--- config.mk ---
export PLATFORM = sky130hd
export DESIGN_NAME = c2v_msg_gen_10
export DESIGN_NICKNAME = d
export VERILOG_FILES = /design/src/rtl/ldpc_cnu_pkg.sv /design/src/rtl/c2v_mag_sel.sv /design/src/rtl/c2v_msg_gen_10.sv
export SDC_FILE = /design/constraint.sdc
export NUM_CORES = 1
export LEC_CHECK = 0
export ABC_AREA = 1
export BUFFER_PORTS_ARGS = -buffer_cell sky130_fd_sc_hd__buf_2
export CAP_MARGIN = 15
export CORE_AREA = 2 2 60 62
export DETAILED_ROUTE_END_ITERATION = 10
export DIE_AREA = 0 0 62 64
export PLACE_DENSITY = 0.79
export SYNTH_ARGS = -nofsm -noshare
export SYNTH_HDL_FRONTEND = slang
export SYNTH_SLANG_ARGS = --single-unit
--- constraint.sdc ---
create_clock -name sys_clk -period 1.65 [get_ports sys_clk]
set_input_delay 0.2475 -clock sys_clk [delete_from_list [all_inputs] [get_ports sys_clk]]
set_output_delay 0.2475 -clock sys_clk [all_outputs]
set_load 0.005 [all_outputs]
--- src/rtl/ldpc_cnu_pkg.sv ---
// Shared definitions for the check-node unit: default geometry, C2V message
// record and the message-generator FSM states.
package ldpc_cnu_pkg;

   localparam int unsigned CN_DEGREE          = 10;
   localparam int unsigned QUAN_SIZE          = 3;
   localparam int unsigned MIN_INDEX_BITWIDTH = $clog2(CN_DEGREE);

   typedef enum logic [0:0] {
      IDLE   = 1'b0,
      STREAM = 1'b1
   } cnu_state_t;

   typedef struct packed {
      logic                          sign;
      logic [QUAN_SIZE-1:0]          mag;
      logic [MIN_INDEX_BITWIDTH-1:0] index;
      logic                          last;
   } c2v_msg_t;

endpackage

--- src/rtl/c2v_mag_sel.sv ---
// Per-edge C2V select: the min-index edge takes the second minimum, every
// other edge the minimum; sign is the total parity with the edge's own sign removed.
module c2v_mag_sel #(
   parameter int unsigned QUAN_SIZE          = ldpc_cnu_pkg::QUAN_SIZE,
   parameter int unsigned MIN_INDEX_BITWIDTH = ldpc_cnu_pkg::MIN_INDEX_BITWIDTH
) (
   input  logic [MIN_INDEX_BITWIDTH-1:0] cnt_i,
   input  logic [MIN_INDEX_BITWIDTH-1:0] min_1_index_i,
   input  logic [QUAN_SIZE-1:0]          m1_i,
   input  logic [QUAN_SIZE-1:0]          m2_i,
   input  logic                          parity_i,
   input  logic                          sign_bit_i,
   output logic                          sign_o,
   output logic [QUAN_SIZE-1:0]          mag_o
);

   assign sign_o = parity_i ^ sign_bit_i;
   assign mag_o  = (cnt_i == min_1_index_i) ? m2_i : m1_i;

endmodule

--- src/rtl/c2v_msg_gen_10.sv ---
// Degree-10 C2V message generator: captures one CN min-finder result and
// streams its edges under valid/ready. Offset min-sum enabled by OFFSET_MS_EN.
module c2v_msg_gen_10 #(
   parameter int unsigned CN_DEGREE          = ldpc_cnu_pkg::CN_DEGREE,
   parameter int unsigned QUAN_SIZE          = ldpc_cnu_pkg::QUAN_SIZE,
   parameter int unsigned MIN_INDEX_BITWIDTH = $clog2(CN_DEGREE),
   parameter int unsigned OFFSET             = 1
) (
   input  logic                          sys_clk,
   input  logic                          rstn,
   input  logic                          in_valid,
   output logic                          in_ready,
   input  logic [QUAN_SIZE-1:0]          m1,
   input  logic [QUAN_SIZE-1:0]          m2,
   input  logic [MIN_INDEX_BITWIDTH-1:0] min_1_index,
   input  logic [CN_DEGREE-1:0]          v2c_sign,
   output logic                          out_valid,
   input  logic                          out_ready,
   output logic                          c2v_sign,
   output logic [QUAN_SIZE-1:0]          c2v_mag,
   output logic [MIN_INDEX_BITWIDTH-1:0] c2v_index,
   output logic                          c2v_last
);

   import ldpc_cnu_pkg::*;

`ifdef OFFSET_MS_EN
   localparam int unsigned EFF_OFFSET = OFFSET;
`else
   // Offset disabled: subtracting zero leaves the selection unmodified.
   localparam int unsigned EFF_OFFSET = OFFSET * 0;
`endif

   localparam logic [MIN_INDEX_BITWIDTH-1:0] LAST_IDX = MIN_INDEX_BITWIDTH'(CN_DEGREE - 1);

   // Saturating subtract applied to both minima at capture, so the
   // per-edge select downstream stays a plain mux.
   function automatic logic [QUAN_SIZE-1:0] sat_sub(input logic [QUAN_SIZE-1:0] v);
      if (32'(v) > EFF_OFFSET) return v - QUAN_SIZE'(EFF_OFFSET);
      return '0;
   endfunction

   cnu_state_t                    state_q, state_d;
   logic [MIN_INDEX_BITWIDTH-1:0] cnt_q, cnt_d;
   logic [QUAN_SIZE-1:0]          m1_q, m2_q;
   logic [MIN_INDEX_BITWIDTH-1:0] idx_q;
   logic [CN_DEGREE-1:0]          sgn_q;
   logic                          parity_q;

   logic                          streaming;
   logic                          last_edge;
   logic                          handshake;
   logic                          capture;
   logic                          sel_sign;
   logic [QUAN_SIZE-1:0]          sel_mag;

   assign streaming = (state_q == STREAM);
   assign last_edge = streaming && (cnt_q == LAST_IDX);
   assign handshake = streaming && out_ready;
   assign in_ready  = !streaming || (last_edge && out_ready);
   assign capture   = in_valid && in_ready;

   always_comb begin
      state_d = state_q;
      cnt_d   = cnt_q;
      if (capture) begin
         state_d = STREAM;
         cnt_d   = '0;
      end else if (handshake) begin
         if (last_edge) begin
            state_d = IDLE;
            cnt_d   = '0;
         end else begin
            cnt_d = cnt_q + 1'b1;
         end
      end
   end

   always_ff @(posedge sys_clk or negedge rstn) begin
      if (!rstn) begin
         state_q <= IDLE;
         cnt_q   <= '0;
      end else begin
         state_q <= state_d;
         cnt_q   <= cnt_d;
      end
   end

   always_ff @(posedge sys_clk or negedge rstn) begin
      if (!rstn) begin
         m1_q     <= '0;
         m2_q     <= '0;
         idx_q    <= '0;
         sgn_q    <= '0;
         parity_q <= 1'b0;
      end else if (capture) begin
         m1_q     <= sat_sub(m1);
         m2_q     <= sat_sub(m2);
         idx_q    <= min_1_index;
         sgn_q    <= v2c_sign;
         parity_q <= ^v2c_sign;
      end
   end

   c2v_mag_sel #(
      .QUAN_SIZE          (QUAN_SIZE),
      .MIN_INDEX_BITWIDTH (MIN_INDEX_BITWIDTH)
   ) u_mag_sel (
      .cnt_i         (cnt_q),
      .min_1_index_i (idx_q),
      .m1_i          (m1_q),
      .m2_i          (m2_q),
      .parity_i      (parity_q),
      .sign_bit_i    (sgn_q[cnt_q]),
      .sign_o        (sel_sign),
      .mag_o         (sel_mag)
   );

   // Capture registers keep the previous CN after draining; gate so idle outputs read 0.
   assign out_valid = streaming;
   assign c2v_sign  = streaming && sel_sign;
   assign c2v_mag   = streaming ? sel_mag : '0;
   assign c2v_index = streaming ? cnt_q : '0;
   assign c2v_last  = last_edge;

endmodule

# After elaboration in Yosys (flattened, before gate mapping)
# Cells that the tools add are included.
# Widths: inputs -> output; s select.
dict set report totals {
  regBits 26
  in_bits 24
  out_inout_bits 11
  wordCells 44
}
dict set report classes {
  add_sub_neg 1
  magnitude_cmp 3
  n_eq_ne 2
  mux 19
  bitwise_logic 1
  reduce_logical 11
}
# operator count
set ops {}
lappend ops {{$mux 3} 6}
lappend ops {{$mux 4} 4}
lappend ops {{$reduce_xor 10->1} 1}
lappend ops {{$mux 1} 8}
lappend ops {{$gt 3x1->1 const B} 2}
lappend ops {{$logic_and 1x1->1} 5}
lappend ops {{$lt 4x5->1 const B} 1}
lappend ops {{$add 4x1->4 const B} 1}
lappend ops {{$bmux 1 s4} 1}
lappend ops {{$eq 4x4->1} 1}
lappend ops {{$eq 4x4->1 const B} 1}
lappend ops {{$reduce_bool 2->1} 2}
lappend ops {{$reduce_and 2->1} 1}
lappend ops {{$logic_not 1->1} 1}
lappend ops {{$logic_or 1x1->1} 1}
lappend ops {{$xor 1x1->1} 1}

# Longest topological paths before layout
dict set report depth {
  word_depth 7
  depth_mapped 10
}

# By module
# Synthesis repeated with hierarchy kept, for this count alone.
dict set report unflattened {
  cells_unflattened 233
  area_unflattened_um2 1597.8
}
# mod n_inst cells_per_inst area_each_um2
set modules_own_cells {}
lappend modules_own_cells {c2v_msg_gen_10 1 200 1457.6}
lappend modules_own_cells {c2v_mag_sel 1 33 140.1}

# Worst setup path after synthesis
# OpenSTA, ideal clock, no wires.
dict set report synth_path {
  kind {flip-flop to flip-flop}
  from {register cnt_q[1]}
  to {register idx_q[1]}
  t_arrival_ps 1428
  path_slack_ps 106
  stages_incl_launch_ff 11
  period_less_slack_ps 1544
  path_cell_list {dfrtp_1 > inv_1 > ha_1 > nand3_2 > o21ai_2 > inv_2 > nor2_4 > inv_1 > buf_2 > nand2_1 > nand2_1}
}
dict set report synth_via {
  elab_chain_cells 5
}
# element line
set synth_rtl {}
lappend synth_rtl {{from (decl)} c2v_msg_gen_10.sv:44} ;# logic [MIN_INDEX_BITWIDTH-1:0] cnt_q, cnt_d;
lappend synth_rtl {{from (signal assigned)} c2v_msg_gen_10.sv:85} ;# cnt_q <= cnt_d;
lappend synth_rtl {{$eq 4x4->1} c2v_msg_gen_10.sv:58} ;# assign last_edge = streaming && (cnt_q == LAST_IDX);
lappend synth_rtl {{$logic_and 1x1->1} c2v_msg_gen_10.sv:58}
lappend synth_rtl {{$logic_and 1x1->1} c2v_msg_gen_10.sv:60} ;# assign in_ready = !streaming || (last_edge && out_ready);
lappend synth_rtl {{$logic_or 1x1->1} c2v_msg_gen_10.sv:60}
lappend synth_rtl {{named net in_ready} c2v_msg_gen_10.sv:12} ;# output logic in_ready,
lappend synth_rtl {{$logic_and 1x1->1} c2v_msg_gen_10.sv:61} ;# assign capture = in_valid && in_ready;
lappend synth_rtl {{to (signal assigned)} c2v_msg_gen_10.sv:99} ;# idx_q <= min_1_index;
lappend synth_rtl {{to (decl)} c2v_msg_gen_10.sv:46} ;# logic [MIN_INDEX_BITWIDTH-1:0] idx_q;
# The timed path passes the listed nets, and every way through them passes these cells.
# A chain may end at the register's enable or synchronous reset.

# Worst setup path in the final report
dict set report layout_path {
  from {register cnt_q[0]}
  to {register m1_q[0]}
}
dict set report layout_via {
  elab_chain_cells 5
}
# element line
set layout_rtl {}
lappend layout_rtl {{$eq 4x4->1} c2v_msg_gen_10.sv:58}
lappend layout_rtl {{$logic_and 1x1->1} c2v_msg_gen_10.sv:58}
lappend layout_rtl {{$logic_and 1x1->1} c2v_msg_gen_10.sv:60}
lappend layout_rtl {{$logic_or 1x1->1} c2v_msg_gen_10.sv:60}
lappend layout_rtl {{$logic_and 1x1->1} c2v_msg_gen_10.sv:61}
lappend layout_rtl {{to (signal assigned)} c2v_msg_gen_10.sv:97} ;# m1_q <= sat_sub(m1);
lappend layout_rtl {{to (decl)} c2v_msg_gen_10.sv:45} ;# logic [QUAN_SIZE-1:0] m1_q, m2_q;
# Every way passes these cells.

==> summary.txt <==
Drt
  – Initial DRT Pass Iterations: 4
  – Wirelength, routed: 3340 µm
  – Number of vias per cell: 4.63
  – DR WL/cell: 11.6 µm
  – Vias: 1,338
  – DRT iter0 DRCs: 44
  – DRC: 0
  – Post-route ant nets: 0

Cells and area
  – Most frequent cells in the layout: nand2_1 (69), buf_2 (34), dfrtp_1 (25)
  – Final Core Density: 59.0%
  – Multi-input gate area: 743 µm²
  – Layout net count: 271
  – Area delta synth->final: 32.8%
  – Register area: 652 µm²
  – Filler Cell Count: 290
  – Ratio of cells with drive above 1 in the final layout: 33.3%
  – Ant diodes: 0
  – Most common cell after layout, fill and taps aside: nand2_1

Synthesis
  – Async SR Flop Fraction: 100%
  – Syn. warnings: 0
  – Synth Instances: 193
  – Mapped Nets: 219
  – Avg Cell Area, Syn: 7.57 µm²
  – Mapped Area: 1460 µm²
  – Unique cell type count in the Yosys netlist: 20
  – Synth Flop Type: dfrtp_1
  – Synth Register Bits: 26
  – Number of flops mapped to enable cells by yosys: 0
  – Sequential area share after synthesis: 44.6%

Timing
  – WHS: 0.118 ns
  – Max Freq: 0.535 GHz
  – Slew @ Worst Pin: 0.569 ns
  – Setup Skew: 0.00324 ns
  – Final Max Slew Viols: 0
  – Final min period: 1.87 ns
  – Post-route setup slack: -0.218 ns
  – Fin crit share: 113%
  – Setup violators final: 26
  – Hold Violations, Final: 0
  – Rel. slew slack: 62.1%
  – RSZ-0062 raised after global routing: yes

Worst setup path
  – Critical Path End Type: flop
  – Critical Path Source: cnt_q[0]
  – Cell Chain, Critical Path: buf_6 -> buf_4 -> ha_4 -> nand3_4 -> o21ai_4 -> inv_2 -> nor2_4 -> clkinvlp_4 -> nand2_1 -> nand2_1
  – R2R depth: 10
  – Worst Setup Path Type: flop to flop
  – Slowest library cell on the worst path: dfrtp_1
  – Critical path arrival: 2.09 ns
  – WP data required: 1.87 ns
  – Most used cell, CP: nand2_1
  – CP max FO: 7
  – Worst reg2reg path startpoint: cnt_q[0]
  – CP startpoint kind: flop
  – Max incr delay on CP: 0.40 ns

Floorplan
  – Core ar.: 3280 µm²
  – Initial Util: 44.5%
  – Die Y: 64 µm
  – I/O pins: 35
  – Row cnt: 21
  – Die area: 3970 µm²
  – Die width: 62 µm

Power
  – Clock share of power: 8.7%
  – Pwr/cell area: 1540 nW/µm²
  – Internal power: 0.00176 W
  – Flop pwr share: 37.5%
  – Leak pwr: 1.04 nW
  – Sw Pwr: 0.00122 W
  – Gate power share: 53.8%
  – Power consumption: 0.00298 W
  – Switching share of power: 40.9%
  – Worst vdd ir: 0.797 mV

Min path
  – Hold crit path type: input pin to flop
  – Worst hold path stage count: 3
  – HP Start: m2[1]

GRT
  – Largest net degree at the start of global routing: 27
  – Initial antenna violation count: 0
  – Overall routing resource usage: 17.6%
  – Total grt overflow: 0
  – First-pass GRT wire length: 5370 µm
  – Vias in the first global route: 1,316

Clock network
  – CTS clk-pin slew, worst paths: 0.13 ns
  – # clock sinks: 26
  – Worst skew pair latency: 0.31 ns
  – CTS H-tree lvls: 1
  – Root buffer cell: clkbuf_4
  – CTS buffer count: 3
  – CTS tree: yes
  – CTS max path bufs: 2

Job
  – Maxcap violations: 0

Status
  – Failing checks: setup timing
  – Status: finished, violations left

Placement
  – Port-buffer cells: 34
  – Routability cong.: 0.780
  – Dpl ws: -0.0167 ns
  – Post-DP HPWL: 2190 µm
## synth_stat cells (2+ instances only)
cell	instances	share of area (%)
buf_2	4	1.4
nor2_1	15	3.9
a21oi_1	2	0.69
o21ai_0	11	3.8
nand3_1	12	4.1
xor2_1	10	6.0
buf_6	3	2.3
xnor2_1	4	2.4
nand2_1	73	19
ha_1	2	1.7
nand3_2	2	1.4
inv_1	22	5.7
dfrtp_1	26	45
## kinds of logic after synthesis
| group | share of synthesized area (%) |
|---|---|
| xor+xnor | 8.40 |
| fa+ha+maj | 1.71 |
| mux | 0.686 |
| simple gates | 29.3 |
| compound gates | 5.48 |
| flops | 44.6 |
| buf+inv | 9.85 |
## sequential cells by signal (all words and copies together), names as in the netlist
| name | count |
|---|---|
| out_valid | 1 |
| cnt_q | 4 |
| idx_q | 4 |
| parity_q | 1 |
| m2_q | 3 |
| sgn_q | 10 |
| m1_q | 3 |
## layer usage
layer,share of wire [%],global-route usage [%],vias up
met4,0.81,5.05,0
met1,44,22.7,615
met5,0,0,-
met3,3.9,3.24,4
met2,51,29.3,31
li1,-,-,688
## final cells by class
class                           count  share of cell area [%]
Timing Repair inverter              1                   0.387
Sequential cell                    26                    33.6
Multi-Input combinational cell    136                    38.3
Inverter                           24                    5.23
Tap cell                           46                    2.97
Timing Repair Buffer               53                    18.3
Clock buffer                        3                    1.16
## power by group through the flow
stage,sequential [W],clock (W),combinational [W]
after floorplan,0.00106,0,0.000833
after global placement,0.00111,0,0.00116
after detailed placement,0.00112,0,0.00119
after CTS,0.00109,0.000267,0.00128
after global routing,0.00115,0.000297,0.00181
final,0.00112,0.000260,0.00160
## path summary, 6_finish.rpt
check                                end  slack [ns]
worst min register to register   m2_q[1]        0.48
min in group asynchronous       sgn_q[2]        0.45
worst max-delay path             m1_q[0]       -0.22
worst min-delay path             m2_q[1]        0.12
max in group asynchronous       cnt_q[2]        0.80
worst max register to register   m1_q[0]       -0.22
## repair_timing
action	in CTS	in global routing
gates resized for setup	9	34
gates cloned	1	1
endpoints found under the hold margin	26	0
hold buffers	1	0
pin swaps	5	15
setup endpoints to repair	19	27
buffers inserted	2	8
## critical path: cells and delay by family (launching register included)
kind,cells,cell delay (ns)
simple gates,4,0.50
flops,1,0.40
compound gates,1,0.18
fa+ha+maj,1,0.13
buf+inv,4,0.55
## stage by stage
step / area, µm² / std cells / setup TNS (ns)
6_report: 1940 / 289 / -3.95
5_1_grt: 1940 / 289 / -6.76
4_1_cts: 1770 / 281 / -3.38
3_5_place_dp: 1710 / 274 / -0.0985
3_3_place_gp: 1710 / 274 / 0
2_1_floorplan: 1460 / 193 / 0
Note: power is estimated with default switching activity, not from simulation.
